[config.mk]
export PLATFORM = sky130hd
export DESIGN_NAME = par_worker
export DESIGN_NICKNAME = d
export VERILOG_FILES = /design/src/rtl/par_worker.sv
export SDC_FILE = /design/constraint.sdc
export NUM_CORES = 1
export LEC_CHECK = 0
export BUFFER_PORTS_ARGS = -buffer_cell sky130_fd_sc_hd__buf_2
export CAP_MARGIN = 20
export CORE_MARGIN = 5
export CORE_UTILIZATION = 40
export DETAILED_ROUTE_END_ITERATION = 8
export GPL_ROUTABILITY_DRIVEN = 1
export PLACE_DENSITY = 0.62
export SYNTH_ARGS = -nofsm -noshare
export SYNTH_HDL_FRONTEND = slang
export SYNTH_SLANG_ARGS = --single-unit
[constraint.sdc]
create_clock -name clk -period 3.14 [get_ports clk]
set_input_delay 0.942 -clock clk [delete_from_list [all_inputs] [get_ports clk]]
set_output_delay 0.942 -clock clk [all_outputs]
set_load 0.005 [all_outputs]
[src/rtl/par_worker.sv]
// Job responder: on rd/act it streams NWORDS buffer words into acc,
// then holds done until the controller releases rd.
module par_worker #(
  parameter int DW = 8,
  parameter int NWORDS = 16,
  localparam int AW = $clog2(NWORDS),
  localparam int ACCW = DW + AW
) (
  input  logic            clk,
  input  logic            rst_n,
  input  logic            en,
  input  logic            rd,
  input  logic            act,
  input  logic [DW-1:0]   mem_data,
  output logic            mem_re,
  output logic [AW-1:0]   mem_addr,
  output logic [ACCW-1:0] acc,
  output logic            done,
  output logic            busy,
  output logic            aborted
);

  localparam int CW = AW + 1;

  localparam logic [1:0] S_IDLE = 2'd0;
  localparam logic [1:0] S_PREP = 2'd1;
  localparam logic [1:0] S_RUN  = 2'd2;
  localparam logic [1:0] S_HOLD = 2'd3;

  logic [1:0]      r_state;
  logic [CW-1:0]   r_cnt;
  logic            r_re_d;
  logic [ACCW-1:0] r_acc;
  logic            r_done;
  logic            r_busy;
  logic            r_aborted;

  logic [1:0]      w_nxt;
  logic            w_abort;
  logic            w_run;
  logic            w_last;
  logic            w_start;

  assign w_run   = (r_state == S_RUN);
  // All reads issued; the last word lands on the leaving edge
  // (or already did, if en stalled right after the final read).
  assign w_last  = (r_cnt == CW'(NWORDS));
  assign w_start = (r_state == S_IDLE) && (w_nxt == S_PREP);

  assign mem_re   = w_run & ~r_cnt[AW] & en;
  assign mem_addr = w_run ? r_cnt[AW-1:0] : '0;

  always_comb begin
    w_nxt   = r_state;
    w_abort = 1'b0;
    if (en) begin
      unique case (r_state)
        S_IDLE: begin
          if (rd) w_nxt = S_PREP;
        end
        S_PREP: begin
          if (!rd) begin
            w_nxt   = S_IDLE;
            w_abort = 1'b1;
          end else if (act) begin
            w_nxt = S_RUN;
          end
        end
        S_RUN: begin
          if (!rd) begin
            w_nxt   = S_IDLE;
            w_abort = 1'b1;
          end else if (w_last) begin
            w_nxt = S_HOLD;
          end
        end
        S_HOLD: begin
          if (!rd) w_nxt = S_IDLE;
        end
        default: w_nxt = S_IDLE;
      endcase
    end
  end

  always_ff @(posedge clk or negedge rst_n) begin
    if (!rst_n) begin
      r_state   <= S_IDLE;
      r_cnt     <= '0;
      r_re_d    <= 1'b0;
      r_acc     <= '0;
      r_done    <= 1'b0;
      r_busy    <= 1'b0;
      r_aborted <= 1'b0;
    end else begin
      r_state   <= w_nxt;
      r_re_d    <= mem_re;
      r_aborted <= w_abort;
      r_done    <= (w_nxt == S_HOLD);
      r_busy    <= (w_nxt == S_PREP) || (w_nxt == S_RUN);
      if (w_start) begin
        r_cnt <= '0;
        r_acc <= '0;
      end else begin
        if (mem_re) r_cnt <= r_cnt + CW'(1);
        if (r_re_d && w_run) r_acc <= r_acc + ACCW'(mem_data);
      end
    end
  end

  assign acc     = r_acc;
  assign done    = r_done;
  assign busy    = r_busy;
  assign aborted = r_aborted;

endmodule

== Word-level counts from Yosys, hierarchy flattened ==
Index checks and enable logic that the tools add are counted.

* $add $sub $neg: 2
* Multipliers: 0
* Divide/modulo/power cells: 0
* Order comparisons: 0
* Equal/unequal tests: 7
* Shifts and indexed selects: 0
* Multiplexer cells: 16
* Bitwise gates (word level): 3
* Reductions and logical operators: 7

{| class="wikitable"
|+ Operator list
! operator !! count
|-
| 2-to-1 mux 12 bit || 2
|-
| 2-to-1 mux 2 bit || 7
|-
| adder 12 x 8 -> 12 bit || 1
|-
| 2-to-1 mux 5 bit || 2
|-
| == test 2 bit, second input constant || 4
|-
| one-hot mux 2 bit (4 select lines) || 1
|-
| adder 5 x 1 -> 5 bit, second input constant || 1
|-
| == test 5 bit, second input constant || 1
|-
| == test 2 x 1 -> 1 bit, second input constant || 2
|-
| 2-to-1 mux 4 bit || 1
|-
| nonzero test 2 bit || 2
|-
| 2-to-1 mux 1 bit || 3
|-
| AND 1 bit || 2
|-
| logical AND 1 bit || 2
|-
| logical NOT 2 bit || 1
|-
| OR reduction 2 bit || 1
|-
| logical OR 1 bit || 1
|-
| inverter 1 bit || 1
|}

* Register bits after elaboration: 23
* Latch bits: 0
* RAM bits: 0
* Bits in read-only memories: 0
* Bits of input ports: 13
* Output and inout port bits: 20
* Memories kept: 0

== Longest topological paths before layout ==
* Depth in word-level cells: 8
* Mapped depth: 14

== Worst setup path after synthesis ==
OpenSTA, ideal clock, no wires.

* Path type: input port to flip-flop
* Start point: in en
* End point: reg r_acc[9], in the netlist acc[9]
* Setup time: 0.095 ns
* Data arrival time: 2.475 ns
* Setup slack: 0.570 ns
* Stages on the path: 10
* Buffers on the path: 2
* Cells stage by stage: nand2_1 a2111oi_0 nor3_1 ha_1 and2_1 buf_6 a21oi_1 buf_2 o211ai_1 o31ai_1

* Cells in the longest elaborated chain, start to end: 4

{| class="wikitable"
|+ Ends and longest elaborated chain
! what !! RTL line !! text
|-
| from (decl) || 11 || <nowiki>input logic en,</nowiki>
|-
| 2-to-1 mux 2 bit (*) || 56 || <nowiki>if (en) begin</nowiki>
|-
| via w_nxt[0] || 38 || <nowiki>logic [1:0] w_nxt;</nowiki>
|-
| == test 2 x 1 -> 1 bit (*) || 48 || <nowiki>assign w_start = (r_state == S_IDLE) && (w_nxt == S_PREP);</nowiki>
|-
| logical AND 1 bit (*) || 48 ||
|-
| 2-to-1 mux 12 bit or nonzero test 2 bit (tied branches) || n/a ||
|-
| to (signal assigned) || 105 || <nowiki>if (r_re_d && w_run) r_acc <= r_acc + ACCW'(mem_data);</nowiki>
|-
| to (decl) || 33 || <nowiki>logic [ACCW-1:0] r_acc;</nowiki>
|}

The timed path passes the listed nets; every way through them passes the cells marked *.
A chain may end at the register's enable or synchronous reset.

== Final worst setup path ==
* Start point: reg r_state[0]
* End point: reg r_acc[9], in the netlist acc[9]

* Cells in the longest elaborated chain, start to end: 7

{| class="wikitable"
|+ Ends and longest elaborated chain
! what !! RTL line !! text
|-
| from (decl) || 30 || <nowiki>logic [1:0] r_state;</nowiki>
|-
| from (signal assigned) || 95 || <nowiki>r_state <= w_nxt;</nowiki>
|-
| 2-to-1 mux 2 bit, on equally long branches || 73, 65 ||
|-
| 2-to-1 mux 2 bit, on equally long branches || 70, 62 ||
|-
| one-hot mux 2 bit (4 select lines) || 57 || <nowiki>unique case (r_state)</nowiki>
|-
| 2-to-1 mux 2 bit (*) || 56 ||
|-
| via w_nxt[0] || 38 ||
|-
| == test 2 x 1 -> 1 bit (*) || 48 ||
|-
| logical AND 1 bit (*) || 48 ||
|-
| 2-to-1 mux 12 bit or nonzero test 2 bit (tied branches) || n/a ||
|}

Marked as above.

==> impl_metrics.toml <==
[run_status]
status = "finished clean"

[power]
clock_power_share_pct = 23.8
swShare_pct = 36.9
pwr-share-comb_pct = 32.8
p_leak_nw = 0.940
peakVddDrop_mv = 0.211
switching_power_uw = 299
p_per_area_nw_per_um2 = 465
power_frac_seq_pct = 43.4
p_int_uw = 513

[worst_setup_path]
cpPeakStageDelay_ps = 430
cp.arrival_ps = 2960
regToRegSetupSlack_ps = 370
cp_max_fo = 10
cpMaxStageDelayCell = "dfrtp_1"
cp-start-kind = "flop"
crit_required_ps = 3320
end_kind = "flop"
crit_chain = "inv_1 -> ha_1 -> inv_1 -> nand2_1 -> a2111oi_0 -> nor3_1 -> ha_1 -> and2_1 -> a21oi_1 -> buf_4 -> o211ai_1 -> o31ai_1"
crit_type = "flop to flop"

[timing]
finalHoldViolCount = 0
fmax_mhz = 361
finalCritPeriodShare_pct = 88.2
slew_viol_final = 0
slew_headroom_pct = 63.7
setup_viol = 0
min_period_ps = 2770
setup_tns_ps = 0
rsz0062_at_grt = "false"
tightest_slew_ps = 544
skew_ps = 4.25

[clock_tree]
clk_pin_slew_ps = 80
clock_path_buffers = 2
clock-sinks = 23
cts_setup_buffers = 0
numCtsBuffers = 3
cts_tree = "yes"
hold_buffers = 0
htreeDepth = 1
clk_latency_ps = 270
cts-root-buf = "clkbuf_8"
cts_resized = 0

[die]
dieWidth_um = 71.0
ios = 33
start_util_pct = 41.0
die_y_um = 71.0
num_rows = 22
coreArea_um2 = 3630
die-area_um2 = 5050

[detailed_routing]
drcViolationCount = 0
routed_wl_um = 3370
viasPerCell = 5.41
wl_per_cell_um = 14.1
vias = 1287
firstDrtPassIters = 4
drtIter0Drc = 68
route.antenna.remaining_nets = 0

[yosys]
synth_seq_cells = 23
yosys_warnings = 0
syn_nets = 186
synth.distinct_cells = 41
syn_inst = 156
async_flop_share_pct = 100
synth_edf_count = 0
postSynthAreaPerCell_um2 = 9.55
seq_area_frac_synth_pct = 38.6
ys.flop_type = "dfrtp_1"
syn_area_um2 = 1490

[finish]
fillers = 365
layout-drive-gt1-share_pct = 21.6
final_cells = 238
antenna_cells = 0
final_util_pct = 48.1
syn_to_final_growth_pct = 17.2
final_nets = 221

[global_routing]
grt_pass1_vias = 1251
grt_usage_pct = 13.9
grt_max_degree = 24
antenna_found_initial = 0
grt_pass1_wl_um = 5680
grt.overflow.total = 0

[worst_hold_path]
hold_class = "flop to flop"

[job]
max_cap_violations = 0

[placement]
gp_congestion = 0.837
dp_hpwl_um = 2550
dpl.cell_count = 234
io_buffers = 32
## state kept, by name, indices dropped and copies added (netlist names)
register,flops
r_state,2
acc,12
r_cnt,5
busy,1
aborted,1
done,1
r_re_d,1
## synthesized netlist by cell type (all sizes together) (3+ instances only)
library cell  count  area share, %
inv              11            2.8
ha               16             13
dfrtp            23             39
a21o              6            3.0
nand4             4            1.7
o21ai             7            2.4
nand2            18            4.5
a21oi             9            3.3
xnor2             3            1.8
xor2              6            3.5
nand3             5            1.7
and2              5            2.1
o211ai            3            1.5
nor2              9            2.4
## area by class of cell
class                           instances  area (um2)  area share, %
Tap cell                               48        60.1           3.44
Clock buffer                            4        45.0           2.58
Timing Repair Buffer                   34         175           10.0
Multi-Input combinational cell        118         850           48.6
Inverter                               11        41.3           2.36
Sequential cell                        23         576           33.0
## layer usage
metal	up-vias	global-route usage, %	part of all wire (%)	routed length (um)
li1	625	-	-	-
met1	612	17.0	42	1430
met2	47	24.0	51	1700
met3	3	2.98	5.9	198
met4	0	5.22	1.2	40
met5	-	0	0	0
## layout by cell type, fill, tap and decap left out, types with 2 or more instances in the layout
master / n
a21o_1: 6
a21oi_1: 8
a22o_1: 2
and2_1: 5
buf_2: 32
buf_4: 2
clkbuf_8: 3
dfrtp_1: 23
ha_1: 16
inv_1: 11
mux2i_1: 2
nand2_1: 18
nand2b_1: 2
nand3_1: 5
nand4_1: 4
nor2_1: 8
nor4_1: 2
o211ai_1: 3
o21ai_0: 7
o31ai_1: 2
xnor2_1: 3
xor2_1: 6
## final timing paths
check | from | to | cells after the start
setup / recovery | r_state[0] | acc[9] | 12
hold / removal | acc[4] | acc[4] | 2
setup reg to reg | r_state[0] | acc[9] | 12
hold reg to reg | acc[4] | acc[4] | 2
max in group asynchronous | rst_n | acc[4] | 1
min in group asynchronous | rst_n | acc[3] | 1
## metrics by stage
stage	area (um2)	power (mW)	worst slack [ps]	hold slack [ps]
after global placement	1700	0.611	330	490
after CTS	1750	0.820	359	523
after floorplan	1490	0.551	570	493
after global routing	1750	0.874	82.0	546
after detailed placement	1700	0.626	158	503
final	1750	0.812	369	515
## worst max-delay path: cells and delay by family (launching register included)
kind / cells / cell delay [ps]
buf+inv: 3 / 440
compound gates: 4 / 850
fa+ha+maj: 2 / 470
flops: 1 / 430
simple gates: 3 / 480
## kinds of logic (layout without fill, tap and decap cells)
kind of cell	after synthesis	in the layout	synth area share (%)
and+or+nand+nor	48	48	15.4
DFF	23	23	38.6
muxes	2	2	1.34
xor gates and xnor gates	9	9	5.29
buffers and inverters	15	49	4.37
adders and majority gates	17	17	14.8
AOI/OAI and AO/OA	42	42	20.2
## power by group through the flow
stage | logic, mW | clock network, mW | registers (mW)
after floorplan | 0.203 | 0 | 0.348
after global placement | 0.255 | 0 | 0.356
after detailed placement | 0.268 | 0 | 0.358
after CTS | 0.270 | 0.198 | 0.353
after global routing | 0.301 | 0.215 | 0.359
final | 0.266 | 0.193 | 0.353
Note: power is estimated with default switching activity, not from simulation.
